--- config.mk ---
export PLATFORM = sky130hd
export DESIGN_NAME = imem_loader
export DESIGN_NICKNAME = d
export VERILOG_FILES = /design/src/rtl/imem_loader.sv
export SDC_FILE = /design/constraint.sdc
export NUM_CORES = 1
export LEC_CHECK = 0
export ABC_CLOCK_PERIOD_IN_PS = 2500
export CAP_MARGIN = 15
export CORE_UTILIZATION = 45
export DETAILED_ROUTE_END_ITERATION = 10
export DONT_BUFFER_PORTS = 1
export PLACE_DENSITY_LB_ADDON = 0.05
export SYNTH_ARGS = -nofsm -noshare
export SYNTH_HDL_FRONTEND = slang
export SYNTH_SLANG_ARGS = --single-unit
--- constraint.sdc ---
create_clock -name clk -period 2.5 [get_ports clk]
set_input_delay 0.125 -clock clk [delete_from_list [all_inputs] [get_ports clk]]
set_output_delay 0.125 -clock clk [all_outputs]
set_load 0.005 [all_outputs]
--- src/rtl/imem_loader.sv ---
`default_nettype none
// ============================================================================
//  Module   : imem_loader
//  Purpose  : Receives a framed byte stream (word count, little-endian payload,
//             XOR checksum), writes the assembled 32-bit words into instruction
//             memory and holds the core in reset until a verified image lands.
//  Revision : 1.0 - initial release
// ============================================================================
module imem_loader #(
    parameter int WIDTH     = 32,
    parameter int DEPTH     = 1024,
    parameter int BASE_ADDR = 0
) (
    input  logic             clk,
    input  logic             rst,
    input  logic             start,
    input  logic             in_valid,
    input  logic [7:0]       in_data,
    output logic             in_ready,
    output logic             mem_we,
    output logic [WIDTH-1:0] mem_addr,
    output logic [31:0]      mem_wdata,
    output logic             core_hold,
    output logic             busy,
    output logic             done,
    output logic             error,
    output logic [15:0]      words_written
);

    localparam logic [2:0] c_s_idle   = 3'd0;
    localparam logic [2:0] c_s_hdr_lo = 3'd1;
    localparam logic [2:0] c_s_hdr_hi = 3'd2;
    localparam logic [2:0] c_s_data   = 3'd3;
    localparam logic [2:0] c_s_csum   = 3'd4;
    localparam logic [2:0] c_s_done   = 3'd5;
    localparam logic [2:0] c_s_err    = 3'd6;

    localparam logic [WIDTH-1:0] c_base_addr = WIDTH'(BASE_ADDR);
    // One extra bit so a word count above a 16-bit DEPTH still compares correctly
    localparam logic [16:0]      c_depth     = 17'(DEPTH);

    logic [2:0]       r_state;
    logic [2:0]       w_state_nxt;
    logic [7:0]       r_n_lo;
    logic [15:0]      r_n;
    logic [7:0]       r_csum;
    logic [1:0]       r_byte_idx;
    logic [23:0]      r_asm;
    logic [15:0]      r_words;
    logic             r_mem_we;
    logic [WIDTH-1:0] r_mem_addr;
    logic [31:0]      r_mem_wdata;
    logic             r_core_hold;
    logic             r_error;

    logic             w_accept;
    logic [15:0]      w_n_hdr;
    logic             w_word_done;
    logic             w_last_word;

    assign w_accept    = in_valid && in_ready;
    assign w_n_hdr     = {in_data, r_n_lo};
    assign w_word_done = (r_state == c_s_data) && w_accept && (r_byte_idx == 2'd3);
    assign w_last_word = w_word_done && (r_words == (r_n - 16'd1));

    assign mem_we        = r_mem_we;
    assign mem_addr      = r_mem_addr;
    assign mem_wdata     = r_mem_wdata;
    assign core_hold     = r_core_hold;
    assign error         = r_error;
    assign words_written = r_words;

    // State register
    always_ff @(posedge clk) begin
        if (rst) begin
            r_state <= c_s_idle;
        end else begin
            r_state <= w_state_nxt;
        end
    end

    // Next-state decode; DONE and ERR each last exactly one cycle
    always_comb begin
        w_state_nxt = r_state;
        case (r_state)
            c_s_idle:   if (start) w_state_nxt = c_s_hdr_lo;
            c_s_hdr_lo: if (w_accept) w_state_nxt = c_s_hdr_hi;
            c_s_hdr_hi: begin
                if (w_accept) begin
                    if ({1'b0, w_n_hdr} > c_depth) begin
                        w_state_nxt = c_s_err;
                    end else if (w_n_hdr == 16'd0) begin
                        w_state_nxt = c_s_csum;
                    end else begin
                        w_state_nxt = c_s_data;
                    end
                end
            end
            c_s_data:   if (w_last_word) w_state_nxt = c_s_csum;
            c_s_csum: begin
                if (w_accept) begin
                    w_state_nxt = (in_data == r_csum) ? c_s_done : c_s_err;
                end
            end
            c_s_done:   w_state_nxt = c_s_idle;
            c_s_err:    w_state_nxt = c_s_idle;
            default:    w_state_nxt = c_s_idle;
        endcase
    end

    // State-decoded handshake and status outputs
    always_comb begin
        in_ready = 1'b0;
        busy     = 1'b0;
        done     = 1'b0;
        case (r_state)
            c_s_hdr_lo, c_s_hdr_hi, c_s_data, c_s_csum: begin
                in_ready = 1'b1;
                busy     = 1'b1;
            end
            c_s_done: done = 1'b1;
            default: begin
                in_ready = 1'b0;
                busy     = 1'b0;
                done     = 1'b0;
            end
        endcase
    end

    // Header capture, word assembly, memory write port, checksum and status flags
    always_ff @(posedge clk) begin
        if (rst) begin
            r_n_lo      <= 8'd0;
            r_n         <= 16'd0;
            r_csum      <= 8'd0;
            r_byte_idx  <= 2'd0;
            r_asm       <= 24'd0;
            r_words     <= 16'd0;
            r_mem_we    <= 1'b0;
            r_mem_addr  <= c_base_addr;
            r_mem_wdata <= 32'd0;
            r_core_hold <= 1'b1;
            r_error     <= 1'b0;
        end else begin
            r_mem_we <= 1'b0;

            if ((r_state == c_s_idle) && start) begin
                r_error     <= 1'b0;
                r_words     <= 16'd0;
                r_csum      <= 8'd0;
                r_byte_idx  <= 2'd0;
                r_core_hold <= 1'b1;
            end

            // The checksum byte itself is not folded into the running XOR
            if (w_accept && (r_state != c_s_csum)) begin
                r_csum <= r_csum ^ in_data;
            end

            if ((r_state == c_s_hdr_lo) && w_accept) begin
                r_n_lo <= in_data;
            end

            if ((r_state == c_s_hdr_hi) && w_accept) begin
                r_n <= w_n_hdr;
            end

            if ((r_state == c_s_data) && w_accept) begin
                r_byte_idx <= r_byte_idx + 2'd1;
                case (r_byte_idx)
                    2'd0:    r_asm[7:0]   <= in_data;
                    2'd1:    r_asm[15:8]  <= in_data;
                    2'd2:    r_asm[23:16] <= in_data;
                    default: begin
                        r_mem_we    <= 1'b1;
                        r_mem_addr  <= c_base_addr + WIDTH'({r_words, 2'b00});
                        r_mem_wdata <= {in_data, r_asm};
                        r_words     <= r_words + 16'd1;
                    end
                endcase
            end

            if (w_state_nxt == c_s_done) begin
                r_core_hold <= 1'b0;
            end

            if ((w_state_nxt == c_s_err) && (r_state != c_s_err)) begin
                r_error <= 1'b1;
            end
        end
    end

endmodule
`default_nettype wire
==> metrics.md, run 1 <==
| Metric | Value |
|---|---|
| Outcome | `completed` |
| Post-CTS Setup Bufs | `0` |
| Chip width | `116 um` |
| PwrDens | `754 nW/um^2` |
| Syn Inst Count | `759` |
| CTS Buf Count | `17` |
| Initial antenna violation count | `0` |
| First-pass GRT wire length | `23900 um` |
| Setup crit start | `r_n[0]` |
| Fin crit share | `0.933` |
| Syn Std Cell Area | `5830 um^2` |
| Worst Hold Class | `in2reg` |
| H-tree Lvls | `4` |
| Final hold viol count | `0` |
| Vias in the first global route | `4606` |
| Pre-CTS setup slack | `189 ps` |
| Final wirelength | `15300 um` |
| Initial DRC count | `293` |
| Ant. Diodes | `0` |
| Vias | `5063` |
| R2r endpoint | `r_state[1]` |
| PortBufs | `0` |
| Fin area | `6570 um^2` |
| HP Start | `in_data[2]` |
| Die H | `116 um` |
| Fmax | `429 MHz` |
| GR Overflow Total | `0` |
| Setup violations, final | `0` |
| Post-synth EDFFs | `0` |
| Synth cell types | `55` |
| Setup TNS | `0 ps` |
| Skew-Pair Late Insertion Delay | `420 ps` |
| Worst-path clk slew | `50 ps` |
| Ys async rst share | `0` |
| DR WL/cell | `16.5 um` |
| Root buf cell | `clkbuf_16` |
| Arrival @ worst endpoint | `2630 ps` |
| Fin Clk Skew | `7.70 ps` |
| Sequential fraction of the synthesis area | `0.440` |
| Row count | `41` |
| Yosys warning total | `0` |
| Die area | `13400 um^2` |
| Largest net degree at the start of global routing | `121` |
| Worst Setup End Kind | `register` |
| Final worst slack | `168 ps` |
| Worst VDD drop | `0.000413 V` |
| Post-route DRC | `0` |
| Ys flop type | `dfxtp_1` |
| Critical path startpoint category | `register` |
| Drt via density | `5.47` |
| CP max FO | `6` |
| GRT Total Usage | `0.238` |
| P_leak | `2.23 nW` |
| Worst hold path depth | `3` |
| Worst slew margin | `0.612` |
| CP Capture Point | `r_state[1]` |
| Worst EP required | `2790 ps` |
| Layout overhead on the synthesized area | `12.7%` |
| Worst Tran Pin Value | `578 ps` |
| Post-DP HPWL | `10000 um` |
| RSZ-0062 raised after global routing | `no` |
| Mapped Avg Cell Area | `7.68 um^2` |
| CTS Buffer Depth | `2` |
| Crit path time final | `2330 ps` |
| I/O pin total | `98` |
| Worst Reg-to-Reg Cells | `6` |
| Flop2flop setup slack | `170 ps` |
| Cell Area, Placed | `5860 um^2` |
| Placer Congestion | `0.911` |
| Core area | `12600 um^2` |
| Share of cells above drive strength 1 | `0.0822` |
| Initial Util | `0.462` |
| #FFs+latches synth | `128` |
| CTS tree | `yes` |
| DR pass1 iterations | `4` |
| Clk sinks | `128` |
| Fin nets | `761` |
| Post-DRT Antenna Nets | `0` |
| Max-cap viol count | `0` |
| Kind of critical path | `reg2reg` |
| Max Slew Vio Count | `0` |
| Reg-to-reg startpoint | `r_n[0]` |
## per-layer routing
layer,track usage,vias to the layer above,share of wire
li1,-,2519,-
met1,0.304,2365,0.44
met2,0.387,155,0.47
met3,0.0612,24,0.069
met4,0.0855,0,0.016
met5,0,-,0
## critical path, cell delays in order, from the launching register on
cell and delay (ps):
dfxtp_1 350, or4_1 610, nand3b_4 190, or3_4 350
xnor2_2 140, nor4_1 420, o21ai_0 130
## area by class of cell
cell class / count / area, um^2
clock buffers: 23 / 488
inverters: 9 / 33.8
clock inverters: 8 / 80.1
flip-flops and latches: 128 / 2560
well taps: 172 / 215
repair buffers: 27 / 248
fillers: 1284 / 6050
multi-input cells: 559 / 2950
## cell usage after synthesis (2+ instances only)
| library cell | number | area [um^2] |
|---|---|---|
| a211oi_1 | 3 | 22.5 |
| a21oi_1 | 118 | 591 |
| a22oi_1 | 3 | 22.5 |
| a311oi_1 | 2 | 17.5 |
| a31oi_1 | 3 | 18.8 |
| a41oi_1 | 2 | 17.5 |
| and2_0 | 2 | 12.5 |
| and2_1 | 2 | 12.5 |
| and3_1 | 7 | 43.8 |
| and4b_1 | 3 | 30.0 |
| buf_1 | 2 | 7.51 |
| buf_2 | 3 | 15.0 |
| buf_4 | 17 | 128 |
| clkbuf_1 | 56 | 210 |
| dfxtp_1 | 128 | 2560 |
| ha_1 | 7 | 87.6 |
| inv_1 | 9 | 33.8 |
| mux2i_1 | 4 | 40.0 |
| nand2_1 | 188 | 706 |
| nand2b_1 | 2 | 12.5 |
| nand3_1 | 36 | 180 |
| nand3b_1 | 2 | 15.0 |
| nand4_1 | 11 | 68.8 |
| nor2_1 | 41 | 154 |
| nor3_1 | 7 | 35.0 |
| nor3b_1 | 10 | 75.1 |
| nor4_1 | 7 | 43.8 |
| nor4_2 | 2 | 25.0 |
| nor4b_1 | 2 | 17.5 |
| nor4bb_1 | 2 | 20.0 |
| o211ai_1 | 2 | 15.0 |
| o21a_1 | 2 | 15.0 |
| o21ai_0 | 18 | 90.1 |
| or2_2 | 2 | 12.5 |
| or3_1 | 3 | 18.8 |
| or4_1 | 4 | 30.0 |
| xnor2_1 | 20 | 175 |
| xor2_1 | 10 | 87.6 |
## what timing repair did
action | CTS | global route
setup endpoints to repair | 0 | 3
gates resized for setup | 0 | 3
endpoints found under the hold margin | 122 | 0
hold buffers | 11 | 0
## state kept, by name, indices dropped and copies added (netlist names)
register       cells
core_hold          1
error              1
mem_addr          16
mem_wdata         32
mem_we             1
r_asm             24
r_byte_idx         2
r_csum             8
r_n               16
r_n_lo             8
r_state            3
words_written     16
## per-stage QoR
step	cells	utilization	power (W)	hold slack (ps)
final	926	0.521	0.00495	8.66
after detailed placement	884	0.465	0.00256	206
after global placement	884	0.465	0.00255	206
after CTS	926	0.520	0.00499	0.914
after global routing	926	0.521	0.00514	24.0
after floorplan	774	-	0.00253	315
## cell usage in the layout (no fill, tap or decap), types with 9 or more instances in the layout
| cell | instances |
|---|---|
| buf_4 | 16 |
| o21ai_0 | 18 |
| xor2_1 | 10 |
| conb_1 | 16 |
| nor3b_1 | 9 |
| nand2_1 | 186 |
| inv_1 | 9 |
| xnor2_1 | 20 |
| nor2_1 | 41 |
| dlygate4sd3_1 | 10 |
| dfxtp_1 | 128 |
| nand4_1 | 11 |
| clkbuf_16 | 17 |
| a21oi_1 | 118 |
| nand3_1 | 36 |
## power breakdown
group,switching (W),leakage (nW),internal (W)
clock,0.000893,0.272,0.00147
sequential,0.0000575,1.03,0.00208
combinational,0.000283,0.926,0.000173
## how the worst min path moves through the flow
stage	end	slack (ps)
5_1_grt	r_csum[4]	20
3_3_place_gp	r_csum[5]	210
3_5_place_dp	r_csum[2]	210
4_1_cts	r_csum[7]	0.9
2_1_floorplan	core_hold	320
6_report	r_csum[2]	9
## cell families (layout without fill, tap and decap cells)
kind of cell,count (synthesis),in the layout,share of synthesized area
flip-flops,128,128,0.440
XOR/XNOR,31,31,0.0479
AO/OA/AOI/OAI,162,162,0.152
buffers and inverters,87,67,0.0676
AND/OR/NAND/NOR,339,339,0.270
adder cells (fa/ha/maj),7,7,0.0150
multiplexers,4,4,0.00687
other,1,16,0.000643
No activity file was read; power rests on OpenSTA's default activity.
==> run 2: changes to the inputs <==
Settings changed: ABC_CLOCK_PERIOD_IN_PS 2500 to 2300.
Clock period 2.5 ns to 2.3 ns, I/O delays scaled along.
==> run 2 against run 1 <==
- worst setup slack worse by 77 ps
- total power up 13%
- die area unchanged
- clock-buffer cell count down 5
- hold slack worse by 1.2 ps
- sequential cell count unchanged
- highest routed layer unchanged
==> metrics.md, run 2 (synthesis results as in run 1) <==
| Metric | Value |
|---|---|
| Outcome | `completed` |
| Setup TNS | `0 ps (unchanged)` |
| Skew-Pair Late Insertion Delay | `420 ps (about the same)` |
| Initial Util | `0.462 (unchanged)` |
| Worst Hold Class | `in2reg` |
| CTS tree | `yes` |
| Layout overhead on the synthesized area | `16.5%` |
| DR WL met3 | `923 um (-13%)` |
| Drt via density | `5.47 (about the same)` |
| DR pass1 iterations | `5 (+1)` |
| Vias | `5165 (+2.0%)` |
| Clk sinks | `128 (unchanged)` |
| WL met1 | `7030 um (+3.1%)` |
| Chip width | `116 um (unchanged)` |
| Max Slew Vio Count | `0 (unchanged)` |
| Commonest non-fill, non-tap cells in the layout | `187 x nand2_1, 127 x dfxtp_1, 118 x a21oi_1` |
| Fin crit share | `0.961 (+0.0278)` |
| CTS Buffer Depth | `2 (unchanged)` |
| Crit path time final | `2210 ps (-123 ps)` |
| Max FFs per register | `32 (unchanged)` |
| Most common cell after layout, fill and taps aside | `nand2_1` |
| Arrival @ worst endpoint | `2500 ps (-130 ps)` |
| Final wirelength | `15700 um (+2.6%)` |
| H-tree Lvls | `4 (unchanged)` |
| Post-DP HPWL | `10300 um (+3.1%)` |
| Post-route DRC | `0 (unchanged)` |
| Register area | `2560 um^2 (about the same)` |
| Post-DRT Antenna Nets | `0 (unchanged)` |
| DR WL/cell | `16.7 um (+0.67%)` |
| Initial antenna violation count | `0 (unchanged)` |
| P_leak | `2.39 nW (+7.0%)` |
| Die H | `116 um (unchanged)` |
| Max-cap viol count | `0 (unchanged)` |
| Ant. Diodes | `0 (unchanged)` |
| Fmax | `453 MHz (+5.6%)` |
| GR Overflow Total | `0 (unchanged)` |
| Worst Tran Pin Value | `554 ps (-24.5 ps)` |
| Critical path startpoint category | `register` |
| Row count | `41 (unchanged)` |
| Worst Setup End Kind | `register` |
| Largest net degree at the start of global routing | `119 (-1.7%)` |
| Top sig layer | `met4` |
| Placed insts | `899 (+1.7%)` |
| Worst slew margin | `0.628 (+0.0165)` |
| Post-route insts no fill | `944 (+1.9%)` |
| First-pass GRT wire length | `24400 um (+2.0%)` |
| CP max FO | `3 (-3)` |
| Share of cells above drive strength 1 | `0.109 (+0.0266)` |
| Fill count | `1226 (-4.5%)` |
| Worst EP required | `2600 ps (-190 ps)` |
| Placer Congestion | `0.800 (-12%)` |
| Vias in the first global route | `4732 (+2.7%)` |
| PwrDens | `827 nW/um^2 (+9.8%)` |
| Fin nets | `778 (+2.2%)` |
| Kind of critical path | `reg2reg` |
| Setup violations, final | `0 (unchanged)` |
| Worst-path clk slew | `60 ps (about the same)` |
| Die area | `13400 um^2 (unchanged)` |
| PortBufs | `0 (unchanged)` |
| Area occupied by multi-input gates | `2980 um^2 (+1.1%)` |
| Worst VDD drop | `0.000557 V (+35%)` |
| Core area | `12600 um^2 (unchanged)` |
| I/O pin total | `98 (unchanged)` |
| GRT Total Usage | `0.242 (+0.00434)` |
| RSZ-0062 raised after global routing | `no` |
| Initial DRC count | `294 (+0.34%)` |
| Worst hold slack | `7.50 ps (-1.16 ps)` |
| WL met2 | `7570 um (+5.1%)` |
| Fin Clk Skew | `9.61 ps (+1.91 ps)` |
| Final hold viol count | `0 (unchanged)` |
| Root buf cell | `clkbuf_16` |
| CTS Buf Count | `17 (unchanged)` |
[run 2: cell count changes in the layout (fill, tap and decap cells not counted), sizes merged]
cell / change
clkbuf: -5
inv: +4
bufinv: +2
buf: +16
dlygate4sd3: +1
clkinv: +2
clkinvlp: -2
[run 2: per-stage QoR]
step           setup WS, ps  area (um^2)  total power, W  utilization
4_1_cts                41.1         6740         0.00566        0.534
3_3_place_gp           32.1         5990         0.00279        0.475
5_1_grt                1.88         6790         0.00584        0.538
6_report               90.2         6790         0.00562        0.538
2_1_floorplan          72.6         5890         0.00276            -
3_5_place_dp          0.228         5990         0.00281        0.475
[run 2: report_power, final]
part | total, W | switching (W) | internal, W
sequential | 0.00231 | 0.0000420 | 0.00226
clock | 0.00277 | 0.00105 | 0.00172
combinational | 0.000541 | 0.000335 | 0.000205
total | 0.00562 | 0.00142 | 0.00419
[run 2: worst max-delay path: stages, from the launching register on]
cell,delay [ps]
dfxtp_1,320
or4_4,560
nand3b_4,180
or3_4,350
xnor2_2,150
or2_1,250
o21ai_2,180
a31oi_1,100
[run 2: final timing paths]
kind	slack, ps	cells after the start	to	start
worst min-delay path	8	3	r_csum[5]	in_data[5]
worst max-delay path	90	7	core_hold	r_n[0]
worst max register to register	90	7	core_hold	r_n[0]
worst min register to register	450	2	mem_wdata[20]	r_asm[20]
[run 2: layout make-up]
cell class / count / share of cell area
multi-input cells: 559 / 0.438
flip-flops and latches: 128 / 0.378
clock buffers: 18 / 0.0632
repair buffers: 44 / 0.0575
well taps: 172 / 0.0317
clock inverters: 14 / 0.0265
inverters: 9 / 0.00498
[run 2: metal layers]
metal / track usage / vias up
met5: 0 / -
met4: 0.0829 / 0
met3: 0.0680 / 16
met2: 0.407 / 133
met1: 0.296 / 2459
li1: - / 2557
[run 2: timing repair]
action,in CTS,in global routing
setup endpoints to repair,2,5
pin swaps,0,4
endpoints found under the hold margin,122,0
hold buffers,12,0
resized for setup,1,7
buffers inserted,0,1
